**src/rtl/gpo_pkg.sv**
```systemverilog
// Shared defaults and word type for the buffered GPO core and its FIFO.
package gpo_pkg;
    localparam int GPO_IN_WIDTH   = 128;
    localparam int GPO_OUT_WIDTH  = 64;
    localparam int GPO_FIFO_DEPTH = 4;

    typedef logic [GPO_IN_WIDTH-1:0] gpo_word_t;
endpackage

```
**src/rtl/gpo_core_buffered_if.sv**
```systemverilog
// Stimulus/result bundle between the AXI distribution side and the GPO core.
interface gpo_core_buffered_if
    import gpo_pkg::*;
#(
    parameter int IN_WIDTH   = GPO_IN_WIDTH,
    parameter int OUT_WIDTH  = GPO_OUT_WIDTH,
    parameter int FIFO_DEPTH = GPO_FIFO_DEPTH
);
    localparam int CNT_W = $clog2(FIFO_DEPTH + 1);

    logic                 override_en;
    logic [OUT_WIDTH-1:0] override_value;
    logic                 counter_matched;
    logic [IN_WIDTH-1:0]  gpo_in;
    logic                 busy;
    logic                 selected;
    logic                 overrided;
    logic                 overflow_error;
    logic [IN_WIDTH-1:0]  error_data;
    logic [CNT_W-1:0]     fifo_count;
    logic [OUT_WIDTH-1:0] gpo_out;

    modport slave (
        input  override_en, override_value, counter_matched, gpo_in, busy,
        output selected, overrided, overflow_error, error_data, fifo_count, gpo_out
    );

    modport master (
        output override_en, override_value, counter_matched, gpo_in, busy,
        input  selected, overrided, overflow_error, error_data, fifo_count, gpo_out
    );
endinterface

```
**src/rtl/gpo_sync_fifo.sv**
```systemverilog
// Small register-based FIFO with a combinational head; DEPTH must be a power of two.
module gpo_sync_fifo #(
    parameter  int WIDTH = 64,
    parameter  int DEPTH = 4,
    localparam int CNT_W = $clog2(DEPTH + 1),
    localparam int PTR_W = (DEPTH > 1) ? $clog2(DEPTH) : 1
) (
    input  logic             CLK100MHZ,
    input  logic             reset,
    input  logic             push,
    input  logic             pop,
    input  logic [WIDTH-1:0] wr_data,
    output logic [WIDTH-1:0] head,
    output logic             full,
    output logic             empty,
    output logic [CNT_W-1:0] count
);
    logic [WIDTH-1:0] mem_q [DEPTH];
    logic [PTR_W-1:0] wr_ptr_q, rd_ptr_q;
    logic [CNT_W-1:0] count_q, count_d;
    logic             wr_en, rd_en;

    assign full  = (count_q == CNT_W'(DEPTH));
    assign empty = (count_q == '0);
    assign wr_en = push & (~full | pop);
    assign rd_en = pop & ~empty;
    assign head  = mem_q[rd_ptr_q];
    assign count = count_q;

    always_comb begin
        count_d = count_q;
        if (wr_en && !rd_en) begin
            count_d = count_q + CNT_W'(1);
        end else if (rd_en && !wr_en) begin
            count_d = count_q - CNT_W'(1);
        end
    end

    // Pointers wrap naturally because DEPTH is a power of two.
    always_ff @(posedge CLK100MHZ) begin
        if (reset) begin
            wr_ptr_q <= '0;
            rd_ptr_q <= '0;
            count_q  <= '0;
        end else begin
            if (wr_en) wr_ptr_q <= wr_ptr_q + PTR_W'(1);
            if (rd_en) rd_ptr_q <= rd_ptr_q + PTR_W'(1);
            count_q <= count_d;
        end
    end

    genvar gi;
    generate
        for (gi = 0; gi < DEPTH; gi++) begin : g_entry
            always_ff @(posedge CLK100MHZ) begin
                if (wr_en && (wr_ptr_q == PTR_W'(gi))) begin
                    mem_q[gi] <= wr_data;
                end
            end
        end
    endgenerate
endmodule

```
**src/rtl/gpo_core_buffered.sv**
```systemverilog
// Buffered GPO core: queues matched words, drains one per idle cycle, with override and error capture.
module gpo_core_buffered
    import gpo_pkg::*;
#(
    parameter  int IN_WIDTH   = GPO_IN_WIDTH,
    parameter  int OUT_WIDTH  = GPO_OUT_WIDTH,
    parameter  int FIFO_DEPTH = GPO_FIFO_DEPTH,
    localparam int CNT_W      = $clog2(FIFO_DEPTH + 1)
) (
    input  logic                CLK100MHZ,
    input  logic                reset,
    gpo_core_buffered_if.slave  bus
);
    logic                 push, pop;
    logic                 fifo_full, fifo_empty;
    logic [OUT_WIDTH-1:0] fifo_head;
    logic [CNT_W-1:0]     fifo_count;
    logic                 overflow_d, overrided_d;

    logic                 selected_q, overrided_q, overflow_q;
    logic [IN_WIDTH-1:0]  error_data_q;
    logic [OUT_WIDTH-1:0] out_buf_q, ovr_reg_q;
    logic                 ovr_state_q;

    assign pop         = ~fifo_empty & ~bus.busy & ~bus.override_en;
    assign push        = bus.counter_matched & ~bus.override_en & (~fifo_full | pop);
    assign overrided_d = bus.counter_matched & bus.override_en;
    assign overflow_d  = bus.counter_matched & ~bus.override_en & fifo_full & ~pop;

    // Only the low OUT_WIDTH bits of a word can ever reach gpo_out, so only those are queued.
    gpo_sync_fifo #(
        .WIDTH (OUT_WIDTH),
        .DEPTH (FIFO_DEPTH)
    ) u_fifo (
        .CLK100MHZ (CLK100MHZ),
        .reset     (reset),
        .push      (push),
        .pop       (pop),
        .wr_data   (bus.gpo_in[OUT_WIDTH-1:0]),
        .head      (fifo_head),
        .full      (fifo_full),
        .empty     (fifo_empty),
        .count     (fifo_count)
    );

    always_ff @(posedge CLK100MHZ) begin
        if (reset) begin
            selected_q   <= 1'b0;
            overrided_q  <= 1'b0;
            overflow_q   <= 1'b0;
            error_data_q <= '0;
            out_buf_q    <= '0;
            ovr_reg_q    <= '0;
            ovr_state_q  <= 1'b0;
        end else begin
            selected_q  <= pop;
            overrided_q <= overrided_d;
            overflow_q  <= overflow_d;
            if (overrided_d || overflow_d) error_data_q <= bus.gpo_in;
            if (pop) out_buf_q <= fifo_head;
            // The override word is only latched while downstream can accept it.
            ovr_state_q <= bus.override_en & ~bus.busy;
            if (bus.override_en && !bus.busy) ovr_reg_q <= bus.override_value;
        end
    end

    assign bus.selected       = selected_q;
    assign bus.overrided      = overrided_q;
    assign bus.overflow_error = overflow_q;
    assign bus.error_data     = error_data_q;
    assign bus.fifo_count     = fifo_count;
    assign bus.gpo_out        = ovr_state_q ? ovr_reg_q : out_buf_q;
endmodule

```
**src/flat_wrapper.sv**
```systemverilog
// flat-port wrapper written by rule: the top's interface ports become plain ports
module gpo_core_buffered_flat import gpo_pkg::*;
#(
    parameter  int IN_WIDTH   = GPO_IN_WIDTH,
    parameter  int OUT_WIDTH  = GPO_OUT_WIDTH,
    parameter  int FIFO_DEPTH = GPO_FIFO_DEPTH,
    localparam int CNT_W      = $clog2(FIFO_DEPTH + 1)
)
  (CLK100MHZ, reset, bus_override_en, bus_override_value, bus_counter_matched, bus_gpo_in, bus_busy, bus_selected, bus_overrided, bus_overflow_error, bus_error_data, bus_fifo_count, bus_gpo_out);
  gpo_core_buffered_if #(.IN_WIDTH(IN_WIDTH), .OUT_WIDTH(OUT_WIDTH), .FIFO_DEPTH(FIFO_DEPTH)) bus_i ();
  input  logic CLK100MHZ;
  input  logic reset;
  input wire logic [$bits(bus_i.override_en)-1:0] bus_override_en;
  input wire logic [$bits(bus_i.override_value)-1:0] bus_override_value;
  input wire logic [$bits(bus_i.counter_matched)-1:0] bus_counter_matched;
  input wire logic [$bits(bus_i.gpo_in)-1:0] bus_gpo_in;
  input wire logic [$bits(bus_i.busy)-1:0] bus_busy;
  output wire logic [$bits(bus_i.selected)-1:0] bus_selected;
  output wire logic [$bits(bus_i.overrided)-1:0] bus_overrided;
  output wire logic [$bits(bus_i.overflow_error)-1:0] bus_overflow_error;
  output wire logic [$bits(bus_i.error_data)-1:0] bus_error_data;
  output wire logic [$bits(bus_i.fifo_count)-1:0] bus_fifo_count;
  output wire logic [$bits(bus_i.gpo_out)-1:0] bus_gpo_out;
  assign bus_i.override_en = bus_override_en;
  assign bus_i.override_value = bus_override_value;
  assign bus_i.counter_matched = bus_counter_matched;
  assign bus_i.gpo_in = bus_gpo_in;
  assign bus_i.busy = bus_busy;
  assign bus_selected = bus_i.selected;
  assign bus_overrided = bus_i.overrided;
  assign bus_overflow_error = bus_i.overflow_error;
  assign bus_error_data = bus_i.error_data;
  assign bus_fifo_count = bus_i.fifo_count;
  assign bus_gpo_out = bus_i.gpo_out;
  gpo_core_buffered #(.IN_WIDTH(IN_WIDTH), .OUT_WIDTH(OUT_WIDTH), .FIFO_DEPTH(FIFO_DEPTH)) u_core (.CLK100MHZ(CLK100MHZ), .reset(reset), .bus(bus_i));
endmodule
```
**config.mk**
```make
export PLATFORM = sky130hd
export DESIGN_NAME = gpo_core_buffered_flat
export DESIGN_NICKNAME = d
export VERILOG_FILES = /design/src/rtl/gpo_pkg.sv /design/src/rtl/gpo_core_buffered_if.sv /design/src/rtl/gpo_sync_fifo.sv /design/src/rtl/gpo_core_buffered.sv /design/src/flat_wrapper.sv
export SDC_FILE = /design/constraint.sdc
export NUM_CORES = 1
export LEC_CHECK = 0
export CAP_MARGIN = 20
export CORE_ASPECT_RATIO = 0.75
export CORE_MARGIN = 4
export CORE_UTILIZATION = 30
export DETAILED_ROUTE_END_ITERATION = 8
export PLACE_DENSITY_LB_ADDON = 0.1
export RECOVER_POWER = 100
export SYNTH_ARGS = -nofsm -noshare
export SYNTH_HDL_FRONTEND = slang
export SYNTH_SLANG_ARGS = --single-unit
```
**constraint.sdc**
```tcl
create_clock -name CLK100MHZ -period 3.7 [get_ports CLK100MHZ]
set_input_delay 0.74 -clock CLK100MHZ [delete_from_list [all_inputs] [get_ports CLK100MHZ]]
set_output_delay 0.74 -clock CLK100MHZ [all_outputs]
set_load 0.01 [all_outputs]
```
==> impl_metrics.env, run 1 <==
export IMPL_pwr_share_comb=0.119
export IMPL_route_met2_wl_um=25600
export IMPL_cts_buffer_depth=3
export IMPL_crit_reg2reg_capture="u_core.bus.error_data[40]"
export IMPL_clkSlewWorstSetupHoldPaths_ps=60
export IMPL_final_period_utilization=0.928
export IMPL_first_drt_pass_iteration_count=4
export IMPL_setup_slack_reg_to_reg_ps=720
export IMPL_crit_arrival_ps=2700
export IMPL_row_count=82
export IMPL_grt_max_degree=172
export IMPL_power_switching_mw=3.24
export IMPL_sequential_cell_fraction_of_total_power=0.474
export IMPL_hold_viol_final=0
export IMPL_globalplace_congestion=0.695
export IMPL_grt_overflow_total=0
export IMPL_cts_hold_buf=0
export IMPL_die_x_um=309
export IMPL_worst_pin_slew_ps=2000
export IMPL_drive_gt1_frac=0.129
export IMPL_critPathLaunch="u_core.ovr_state_q"
export IMPL_grt_antenna_before_repair=3
export IMPL_ys_ff_latch=523
export IMPL_timing_max_transition_violations_final=198
export IMPL_timing_setup_tns_ps=0
export IMPL_yosysWarningCount=0
export IMPL_place_hpwl_um=34900
export IMPL_fillers=6276
export IMPL_period_minus_slack_ps=3440
export IMPL_clock_sink_count=523
export IMPL_core_area_um2=67100
export IMPL_violations_in_the_final_reports="capacitance limit, slew limit"
export IMPL_swShare=0.235
export IMPL_floorplan_initialDensity=0.304
export IMPL_intPower_mw=10.6
export IMPL_hold_path_cell_count=2
export IMPL_final_nets=2022
export IMPL_grtUsageTotal=0.147
export IMPL_cts_inserted_buffers=55
export IMPL_clock_root_buffer="sky130_fd_sc_hd__clkbuf_16"
export IMPL_synthesis_area_um2=20400
export IMPL_worstSetupStartpointType="register"
export IMPL_h_tree_depth=2
export IMPL_worstReg2RegStart="u_core.u_fifo.count[0]"
export IMPL_cp_slowest_cell="sky130_fd_sc_hd__dfxtp_4"
export IMPL_vias=12400
export IMPL_outcome="complete, but fails checks"
export IMPL_worst_path_max_fanout=30
export IMPL_final_core_utilization=0.402
export IMPL_wl_per_cell_um=19.7
export IMPL_cp_top_family="buffers and inverters"
export IMPL_syn_inst=1443
export IMPL_buffer_ports_inserted=394
export IMPL_die_area_um2=72300
export IMPL_met3WireLength_um=2830
export IMPL_setup_worst_path_class="reg -> out"
export IMPL_max_freq_mhz=291
export IMPL_setup_viol_count_final=0
export IMPL_post_place_cells=2644
export IMPL_topRoutingLayerUsed="met5"
export IMPL_synth_lib_cells_used_distinct=34
export IMPL_layout_cells_most_common="sky130_fd_sc_hd__dfxtp_1"
export IMPL_worstPathBufferInverterCount=2
export IMPL_grt_setup_unrepaired="false"
export IMPL_grt_pass1_vias=13000
export IMPL_cts_post_setup_buffers_inserted=0
export IMPL_worst_skew_pair_late_latency_ps=590
export IMPL_endpoint_kind="output pin"
export IMPL_synth_fp_nets=1646
export IMPL_grt_first_pass_wirelength_um=81400
export IMPL_timing_max_slew_rel_slack=-0.331
export IMPL_ant_nets=0
export IMPL_dr_first_iter_drc_count=570
export IMPL_ports=395
export IMPL_peakVddDrop_v=0.000262
export IMPL_crit_path_cell_trace="buf_4, mux2_2, dlygate4sd3_1"
export IMPL_power_per_cell_area_nw_per_um2=512
export IMPL_post_cts_resized=0
export IMPL_synth_area_per_cell_um2=14.1
export IMPL_area_growth_synth_to_final_pct=32.2
export IMPL_postRouteWirelength_um=54200
export IMPL_min_delay_worst_endpoint="u_core.ovr_reg_q[45]"
export IMPL_yosysSeqAreaShare=0.639
export IMPL_critPathMaxStageDelay_ps=680
export IMPL_layout_common_cells="264 x sky130_fd_sc_hd__dfxtp_1, 257 x sky130_fd_sc_hd__nand2b_1, 256 x sky130_fd_sc_hd__edfxtp_1, 255 x sky130_fd_sc_hd__dlygate4sd3_1, 138 x sky130_fd_sc_hd__clkdlybuf4s50_1"
export IMPL_pwr_share_clk=0.408
export IMPL_maxCapViolCount=4
export IMPL_timing_critical_path_required_ps=2960
export IMPL_finish_cell_count_without_fillers=2749
export IMPL_worst_r2r_path_depth=4
export IMPL_class_of_the_tightest_hold_or_removal_check="reg -> reg"
export IMPL_viasPerCell=4.51
export IMPL_hp_start="u_core.ovr_reg_q[45]"
export IMPL_drc_errors=0
export IMPL_leakagePower_nw=9.83
export IMPL_tritoncts="yes"
export IMPL_routedLengthMet1_um=24900
export IMPL_timing_clock_skew_ps=26.1
export IMPL_die_height_um=234
worst register-to-register path: stages (launching register included):
cell	delay [ps]
sky130_fd_sc_hd__dfxtp_1	390
sky130_fd_sc_hd__and4bb_1	350
sky130_fd_sc_hd__o21a_1	910
sky130_fd_sc_hd__clkbuf_4	880
sky130_fd_sc_hd__mux2i_1	350
per-stage QoR:
stage / hold slack, ps / power (mW) / area [um^2] / setup slack (ps)
detailed placement: 443 / 8.43 / 25300 / 605
global route: 467 / 14.4 / 27000 / 100
finish: 451 / 13.8 / 27000 / 265
global placement: 439 / 8.42 / 25300 / 598
CTS: 451 / 14.2 / 27100 / 234
floorplan: 433 / 7.55 / 20400 / 559
per-layer routing:
layer,up-vias,global-route usage
met3,63,0.0337
met4,2,0.0328
li1,5957,-
met1,6164,0.199
met2,214,0.241
met5,-,0
power groups by stage:
stage | logic [mW] | registers [mW] | clock network [mW]
2_1_floorplan | 0.920 | 6.63 | 0
3_3_place_gp | 1.76 | 6.66 | 0
3_5_place_dp | 1.77 | 6.67 | 0
4_1_cts | 1.77 | 6.55 | 5.84
5_1_grt | 1.78 | 6.57 | 6.06
6_report | 1.64 | 6.54 | 5.63
cells in the mapped netlist, drive strengths merged:
master   number  area [um^2]
a21oi        69          357
a22o         64          561
and3          4         25.0
and3b         1         8.76
and4bb        1         12.5
buf          55          414
clkbuf       46          173
dfxtp       267         5350
edfxtp      256         7690
fa            1         20.0
ha            5         62.6
inv           3         11.3
mux2         65          732
mux2i       129         1290
mux4         64         1440
nand2       129          484
nand2b      258         1610
nand3         3         15.0
nand3b        1         7.51
nand4bb       1         11.3
nor2          6         22.5
nor2b         3         18.8
nor3          1         5.00
nor4          1         6.26
nor4b         1         8.76
o21a          1         7.51
o21ai         3         15.0
o31ai         1         7.51
or3           2         17.5
xor2          2         17.5
final cells by class:
| type | count | area (um^2) | share of cell area |
|---|---|---|---|
| antenna | 1 | 2.50 | 0.0000928 |
| clock buffer | 77 | 1570 | 0.0583 |
| clock inverter | 27 | 284 | 0.0105 |
| inverter | 3 | 11.3 | 0.000418 |
| multi-input combinational | 816 | 6780 | 0.251 |
| sequential | 523 | 13000 | 0.484 |
| tap | 882 | 1100 | 0.0409 |
| timing repair buffer | 420 | 4170 | 0.155 |
cells by family after synthesis:
kind of cell,synth area share
AO/OA/AOI/OAI,0.0464
buffers and inverters,0.0293
adder cells (fa/ha/maj),0.00405
XOR/XNOR,0.000859
AND/OR/NAND/NOR,0.111
multiplexers,0.170
flip-flops,0.639
flip-flops by register name, summed over array words and instances, names as in the netlist:
| signal | cells |
|---|---|
| u_core.bus.overflow_error | 1 |
| u_core.bus.overrided | 1 |
| u_core.u_fifo.wr_ptr_q | 2 |
| u_core.u_fifo.mem_q | 256 |
| u_core.bus.selected | 1 |
| u_core.ovr_state_q | 1 |
| u_core.out_buf_q | 64 |
| u_core.bus.error_data | 128 |
| u_core.ovr_reg_q | 64 |
| u_core.u_fifo.rd_ptr_q | 2 |
| u_core.u_fifo.count | 3 |
worst max-delay path by stage:
| stage | endpoint | slack [ps] | cells past startpoint |
|---|---|---|---|
| after floorplan | u_core.u_fifo.mem_q[0][0] | 560 | 3 |
| after global placement | u_core.u_fifo.count[2] | 600 | 9 |
| after detailed placement | u_core.u_fifo.count[2] | 600 | 9 |
| after CTS | bus_gpo_out[51] | 230 | 3 |
| after global routing | u_core.bus.error_data[42] | 100 | 5 |
| final | bus_gpo_out[50] | 260 | 3 |
(Power assumes the default switching activity.)
==> run 2, diff against run 1 <==
CORE_ASPECT_RATIO = unset   (was 0.75)
==> run 2 against run 1 <==
The run still ends with capacitance limit, slew limit left; worst hold slack worse by 1.0 ps; non-clock buffer count up 1; largest power group unchanged; via count up 0.83%; global-route usage up 0.18 points.
==> impl_metrics.env, run 2 (synthesis gave the netlist of run 1 again) <==
export IMPL_die_area_um2=72200
export IMPL_post_cts_resized=0
export IMPL_viasPerCell=4.54
export IMPL_h_tree_depth=2
export IMPL_clock_sink_count=523
export IMPL_clock_root_buffer="sky130_fd_sc_hd__clkbuf_16"
export IMPL_maxCapViolCount=6
export IMPL_worst_path_max_fanout=33
export IMPL_worst_r2r_path_depth=3
export IMPL_setup_worst_path_class="reg -> out"
export IMPL_ant_nets=0
export IMPL_fin_area_um2=27200
export IMPL_outcome="complete, but fails checks"
export IMPL_hold_viol_final=0
export IMPL_class_of_the_tightest_hold_or_removal_check="reg -> reg"
export IMPL_worstReg2RegStart="u_core.u_fifo.count[0]"
export IMPL_final_period_utilization=0.925
export IMPL_registers_top_by_ff_count="u_core.u_fifo.mem_q"
export IMPL_globalplace_congestion=0.690
export IMPL_floorplan_initialDensity=0.303
export IMPL_die_height_um=269
export IMPL_dr_first_iter_drc_count=605
export IMPL_crit_arrival_ps=2680
export IMPL_timing_max_transition_violations_final=210
export IMPL_fillers=6267
export IMPL_setup_viol_count_final=0
export IMPL_cts_buffer_depth=3
export IMPL_layout_cells_most_common="sky130_fd_sc_hd__dfxtp_1"
export IMPL_cts_hold_buf=0
export IMPL_hp_start="u_core.ovr_reg_q[25]"
export IMPL_dpl_instance_area_um2=25200
export IMPL_final_nets=2028
export IMPL_die_x_um=269
export IMPL_grt_antenna_before_repair=7
export IMPL_grt_first_pass_wirelength_um=82700
export IMPL_leakagePower_nw=9.94
export IMPL_worst_skew_pair_late_latency_ps=620
export IMPL_clkSlewWorstSetupHoldPaths_ps=60
export IMPL_grt_overflow_total=0
export IMPL_drc_errors=0
export IMPL_number_of_flip_flops_in_the_largest_register=256
export IMPL_timing_clock_skew_ps=25.9
export IMPL_row_count=95
export IMPL_timing_setup_tns_ps=0
export IMPL_period_minus_slack_ps=3420
export IMPL_hold_path_cell_count=2
export IMPL_buffer_ports_inserted=394
export IMPL_timing_max_slew_rel_slack=-0.340
export IMPL_postRouteWirelength_um=54500
export IMPL_place_hpwl_um=35700
export IMPL_min_delay_worst_endpoint="u_core.ovr_reg_q[25]"
export IMPL_violations_in_the_final_reports="capacitance limit, slew limit"
export IMPL_peakVddDrop_v=0.000319
export IMPL_grt_pass1_vias=13300
export IMPL_first_drt_pass_iteration_count=6
export IMPL_max_freq_mhz=292
export IMPL_worstSetupStartpointType="register"
export IMPL_grt_max_degree=141
export IMPL_worst_pin_slew_ps=2010
export IMPL_cts_post_setup_buffers_inserted=0
export IMPL_crit_reg2reg_capture="u_core.u_fifo.mem_q[1][2]"
export IMPL_vias=12500
export IMPL_grtUsageTotal=0.149
export IMPL_ports=395
export IMPL_area_growth_synth_to_final_pct=33.1
export IMPL_setup_slack_reg_to_reg_ps=700
export IMPL_tritoncts="yes"
export IMPL_layout_common_cells="264 x sky130_fd_sc_hd__dfxtp_1, 262 x sky130_fd_sc_hd__dlygate4sd3_1, 257 x sky130_fd_sc_hd__nand2b_1, 256 x sky130_fd_sc_hd__edfxtp_1, 131 x sky130_fd_sc_hd__clkdlybuf4s50_1"
export IMPL_cts_inserted_buffers=60
export IMPL_drive_gt1_frac=0.135
export IMPL_endpoint_kind="output pin"
export IMPL_grt_setup_unrepaired="false"
export IMPL_wl_per_cell_um=19.8
export IMPL_final_core_utilization=0.404
export IMPL_core_area_um2=67300
export IMPL_power_per_cell_area_nw_per_um2=523
export IMPL_timing_critical_path_required_ps=2960
==> run 2: cell count changes in the layout (fill, tap and decap cells not counted), sizes merged <==
cell	delta
clkinv	+6
inv	+3
diode	+1
clkdlybuf4s50	-7
clkbuf	-6
dlygate4sd3	+7
buf	+5
bufinv	+2
==> run 2: routing by layer <==
metal / global-route usage / vias to the layer above / share of wire
met5: 0 / - / 0.00053
met4: 0.0389 / 6 / 0.022
met3: 0.0412 / 84 / 0.066
met2: 0.243 / 301 / 0.47
met1: 0.197 / 6140 / 0.44
li1: - / 5972 / -
==> run 2: worst max path at each step <==
stage,cells past startpoint,startpoint,slack [ps],endpoint
5_1_grt,4,bus_override_en,160,u_core.u_fifo.mem_q[0][2]
3_3_place_gp,9,bus_busy,600,u_core.u_fifo.count[2]
2_1_floorplan,3,bus_override_en,560,u_core.u_fifo.mem_q[0][0]
6_report,3,u_core.ovr_state_q,280,bus_gpo_out[11]
4_1_cts,3,u_core.ovr_state_q,310,bus_gpo_out[11]
3_5_place_dp,9,bus_busy,600,u_core.u_fifo.count[2]
==> run 2: report_power, final <==
part,internal [mW],switching (mW)
logic,0.880,0.756
registers,6.36,0.184
clock network,3.60,2.44
total,10.8,3.38
==> run 2: cell type report <==
cell class                 instances  area [um^2]  area share
multi-input combinational        816         6780       0.250
clock buffer                      75         1620      0.0596
clock inverter                    38          400      0.0147
sequential                       523        13000       0.480
antenna                            2         5.00    0.000184
inverter                           3         11.3    0.000415
timing repair buffer             421         4210       0.155
tap                              873         1090      0.0402
==> run 2: worst max-delay path, cell delays in order, from the launching register on <==
cell,delay (ps)
sky130_fd_sc_hd__dfxtp_4,720
sky130_fd_sc_hd__buf_12,300
sky130_fd_sc_hd__mux2_2,360
sky130_fd_sc_hd__dlygate4sd3_1,650
==> run 2: stage by stage <==
stage                     total power, mW  hold WS (ps)  setup WS (ps)  instances
after floorplan                      7.55           433            559       1443
after global placement               8.41           439            601       2636
after detailed placement             8.43           444            601       2636
after CTS                            14.6           454            306       2749
after global routing                 14.9           465            159       2750
final                                14.2           450            278       2751
==> variant 1: new RTL, config.mk and constraints of run 2 <==
Reset style: asynchronous (`reset`), changed in 2 clocked blocks.
--- a/src/rtl/gpo_sync_fifo.sv
+++ b/src/rtl/gpo_sync_fifo.sv
@@ -38,5 +38,5 @@
 
     // Pointers wrap naturally because DEPTH is a power of two.
-    always_ff @(posedge CLK100MHZ) begin
+    always_ff @(posedge CLK100MHZ or posedge reset) begin
         if (reset) begin
             wr_ptr_q <= '0;
--- a/src/rtl/gpo_core_buffered.sv
+++ b/src/rtl/gpo_core_buffered.sv
@@ -44,5 +44,5 @@
     );
 
-    always_ff @(posedge CLK100MHZ) begin
+    always_ff @(posedge CLK100MHZ or posedge reset) begin
         if (reset) begin
             selected_q   <= 1'b0;
Behaviour: differs if reset is asserted again (counterexample within 4 cycles, from zero or initial values and one cycle with reset high); with reset held inactive, the same outputs for 4 cycles.
==> variant 1 against run 2 <==
- the flow still finishes with violations (capacitance limit, slew limit)
- largest cell class unchanged
- worst setup slack got worse by 27 ps
- clock skew decreased by 8.7 ps
- non-clock buffer count increased by 19
- sequential cell count unchanged
- design area decreased by 0.77%
- area after synthesis decreased by 1.5%
- routed wire length decreased by 8.7%
- synthesized cell count decreased by 31%
- hold slack improved by 36 ps
- core utilization increased by 0.40 points
Power is not compared: it rests on default switching activity, and its combinational part moved more than twofold at a synthesized area within 25%.
==> variant 1: results (changes against run 2) <==
FINAL.FILL_COUNT=6004  # -4.2%
R2R_CELLS=4  # +1
SYNTH-XOR-AREA-SHARE_PCT=0.261  # +0.18 points
SYNTH.NET_COUNT=1193  # -28%
INITIAL_ANTENNA_VIOLATION_COUNT=6  # -1
PATH_MAX_FANOUT=41  # +24%
MIN_DELAY_SRC='u_core.out_buf_q[20]'
VIOLATED_CHECKS='capacitance limit, slew limit'
DETAILEDROUTE.FIRSTITERATIONVIOLATIONS=354  # -41%
GRT_MAX_DEGREE=45  # -68%
ROUTED-WL-MET3_UM=3660  # +1.4%
DP_HPWL_UM=33700  # -5.6%
FIRST_PASS_GRT_WIRE_LENGTH_UM=76400  # -7.7%
STATUS='complete, but fails checks'
FINALWIRELENGTH_UM=49700  # -8.7%
CLKLATENCYLATEPIN_PS=600  # -20 ps
GLOBAL_ROUTE.USAGE.MET1_PCT=17.9  # -1.8 points
DRIVE_ABOVE_1_SHARE_PCT=31.5  # +18 points
YOSYSSEQAREASHARE_PCT=71.5  # +7.6 points
R2R-START='u_core.u_fifo.count[0]'
AVERAGE_VIA_COUNT_PER_STANDARD_CELL=4.50  # -1.0%
CRIT-REG2REG-CAPTURE='u_core.bus.error_data[23]'
SETUP.REG_TO_REG.WORST_SLACK_PS=540  # -160 ps
GRT_PASS1_VIAS=12000  # -9.8%
GRT_USE_MET2_PCT=23.2  # -1.1 points
GROUTE.LAYER.MET3.USAGE_PCT=4.53  # +0.41 points
ROUTE.LAYER.MET1.WL_UM=21000  # -13%
HOLD_DEPTH=1  # -1
NUMBER_OF_MAXIMUM_CAPACITANCE_VIOLATIONS=2  # -4
NUMBER_OF_PINS_EXCEEDING_THEIR_MAX_SLEW_LIMIT_IN_THE_FINAL_REPORT=56  # -73%
TRACK_USAGE_PCT=14.0  # -0.85 points
CTS_MADE_BUFFERS=59  # -1.7%
FINAL_NETS=1644  # -19%
SYNTH_MUX_AREA_SHARE_PCT=25.7  # +8.7 points
==> variant 1: cell count changes after synthesis, sizes merged, moves of 41 or more <==
cell,run 2,this run
nand2,129,0
nand2b,258,0
dfrtp,0,267
a21oi,69,0
mux2,65,322
clkbuf,46,5
a22o,64,0
dfxtp,267,0
mux2i,129,0
==> variant 1: stage by stage <==
step	std cells	instance area (um^2)	setup WS [ps]	utilization [%]	hold WS, ps
after global placement	2243	25500	755	38.5	483
final	2357	26900	251	40.8	486
after global routing	2355	26900	119	40.8	506
after CTS	2354	27300	264	41.3	504
after detailed placement	2243	25500	717	38.5	490
after floorplan	990	20100	-565	-	475
==> variant 1: how the worst max path moves through the flow <==
| stage | start | to | slack, ps | depth (start not counted) |
|---|---|---|---|---|
| 6_report | u_core.ovr_state_q | bus_gpo_out[15] | 250 | 3 |
| 2_1_floorplan | reset | u_core.bus.error_data[0] | -570 | 1 |
| 3_5_place_dp | bus_busy | u_core.u_fifo.mem_q[2][48] | 720 | 6 |
| 3_3_place_gp | bus_busy | u_core.u_fifo.count[2] | 760 | 9 |
| 5_1_grt | u_core.ovr_state_q | bus_gpo_out[15] | 120 | 3 |
| 4_1_cts | u_core.ovr_state_q | bus_gpo_out[29] | 260 | 3 |
==> variant 1: layout make-up <==
type	instances	area, um^2	area share [%]
multi-input combinational	412	5300	19.7
inverter	5	20.0	0.0743
sequential	523	14400	53.3
clock inverter	32	229	0.850
tap	864	1080	4.01
timing repair buffer	440	4320	16.0
clock buffer	79	1610	5.99
antenna	2	5.00	0.0186
==> variant 1: worst max-delay path: cells and delay by family (launching register included) <==
family | cells | cell delay (ps)
flops | 1 | 720
mux | 1 | 390
buf+inv | 2 | 920
==> variant 2: new RTL, config.mk and constraints of run 2 <==
Made on the original files. `GPO_FIFO_DEPTH`: 4 -> 16.
--- a/src/rtl/gpo_pkg.sv
+++ b/src/rtl/gpo_pkg.sv
@@ -3,5 +3,5 @@
     localparam int GPO_IN_WIDTH   = 128;
     localparam int GPO_OUT_WIDTH  = 64;
-    localparam int GPO_FIFO_DEPTH = 4;
+    localparam int GPO_FIFO_DEPTH = 16;
 
     typedef logic [GPO_IN_WIDTH-1:0] gpo_word_t;
Interface: changed (resized bus_fifo_count); port bits go from 395 to 397. No check against the original RTL was run, so the function may have changed too.
==> variant 2 against run 2 <==
- the flow still finishes with violations (capacitance limit, slew limit)
- first-iteration DRC count increased to 2.9 times the old value
- worst setup slack got worse by 150 ps
- area after synthesis increased by 140%
- global-route usage increased by 1.2 points
- design area increased by 120%
- count of clock-buffer cells in the layout increased by 136
- clock power increased by 140%
- power increased by 150%
- core utilization decreased by 3.2 points
- routed wire length increased to 2.6 times the old value
- sequential cell count increased by 774
- largest power group unchanged
==> variant 2: results (changes against run 2) <==
NUMBER_OF_MAXIMUM_CAPACITANCE_VIOLATIONS=2  # -4
CTS_MAX_LEVEL=4  # +2
DETAILEDPLACE.WORSTSLACK_PS=103  # -498 ps
WORST-ENDPOINT-ARRIVAL_PS=2830  # +150 ps
SYNTH_MUX_AREA_SHARE_PCT=13.9  # -3.1 points
SYNTH.NET_COUNT=3113  # +89%
GRT_PASS1_VIAS=29100  # +120%
TIMING.CLOCK.SKEW_PS=33.7  # +7.83 ps
CRIT-REG2REG-CAPTURE='u_core.u_fifo.mem_q[11][63]'
FINAL_NETS=3556  # +75%
YOSYSSEQAREASHARE_PCT=73.5  # +9.6 points
CLKLATENCYLATEPIN_PS=780  # +160 ps
LARGEST_REG_FLOPS=1024  # +300%
VIAS=27100  # +120%
CTS_MADE_BUFFERS=149  # +150%
HOLD_CRIT_PATH_TYPE='input port to register'
SYNTH_TOP_CELLS_BY_AREA='sky130_fd_sc_hd__edfxtp_1 62%, sky130_fd_sc_hd__dfxtp_1 11%, sky130_fd_sc_hd__mux4_2 8.9%'
VIOLATED_CHECKS='capacitance limit, slew limit'
TRACK_USAGE_PCT=16.1  # +1.2 points
SYNTH_CELL_TYPES=45  # +32%
DP_HPWL_UM=80000  # +120%
SYNTH-XOR-AREA-SHARE_PCT=0.142  # +0.056 points
SETUP.REG_TO_REG.WORST_SLACK_PS=270  # -430 ps
DETAILEDROUTE.FIRSTITERATIONVIOLATIONS=1768  # +190%
LAYOUT.CELLS.NON_FILLER=5650  # +110%
POSTSYNTH.TOPFLOPCELL='sky130_fd_sc_hd__edfxtp_1'
STATUS='complete, but fails checks'
PLACED_AREA_UM2=56500  # +120%
PATH_MAX_FANOUT=28  # -15%
CPPEAKSTAGEDELAY_PS=740  # +20 ps
R2R_CELLS=6  # +3
FIRST_PASS_GRT_WIRE_LENGTH_UM=200000  # +140%
POST_SYNTH_FA_HA_MAJ_AREA_FRACTION_PCT=0.269  # -0.14 points
NUMBER_OF_PINS_EXCEEDING_THEIR_MAX_SLEW_LIMIT_IN_THE_FINAL_REPORT=59  # -72%
MIN_DELAY_SRC='reset'
GRT_MAX_DEGREE=117  # -17%
DRIVE_ABOVE_1_SHARE_PCT=16.5  # +3.0 points
1ST_PASS_ROUTER_ITERATIONS=5  # -1
variant 2: worst register-to-register path: cells and delay by family, from the launching register on:
kind	cells	cell delay [ps]
AND/OR/NAND/NOR	3	1210
flip-flops	1	380
buffers and inverters	2	1020
AO/OA/AOI/OAI	1	240
variant 2: report_power, final:
part	switching [mW]	internal, mW
logic	2.39	1.96
registers	0.405	16.2
clock network	5.87	8.57
variant 2: cells by family after synthesis:
kind of cell	after synthesis
DFF	1297
and+or+nand+nor	597
muxes	432
AOI/OAI and AO/OA	365
buffers and inverters	197
adders and majority gates	10
xor gates and xnor gates	8
variant 2: per-layer routing:
layer / track usage [%] / share of wire, % / up-vias
met3: 3.39 / 5.3 / 171
met4: 4.39 / 2.3 / 0
met2: 27.1 / 49 / 650
met1: 21.1 / 44 / 14200
li1: - / - / 12200
met5: 0 / 0 / -
variant 2: final cells by class:
| cell class | count | area, um^2 |
|---|---|---|
| Clock inverter | 63 | 668 |
| Tap cell | 2175 | 2720 |
| Antenna cell | 3 | 7.51 |
| Inverter | 9 | 33.8 |
| Timing Repair Buffer | 480 | 4780 |
| Fill cell | 15300 | 102000 |
| Multi-Input combinational cell | 1412 | 12000 |
| Clock buffer | 211 | 4130 |
| Sequential cell | 1297 | 36200 |
variant 2: worst max path at each step:
stage                                   start                   endpoint  slack, ps
after floorplan               bus_override_en  u_core.u_fifo.mem_q[7][0]       -940
after detailed placement  bus_counter_matched     u_core.u_fifo.count[4]        100
after global routing       u_core.ovr_state_q            bus_gpo_out[61]          8
after global placement    bus_counter_matched     u_core.u_fifo.count[4]        120
after CTS                  u_core.ovr_state_q            bus_gpo_out[47]         40
final                      u_core.ovr_state_q            bus_gpo_out[56]        130
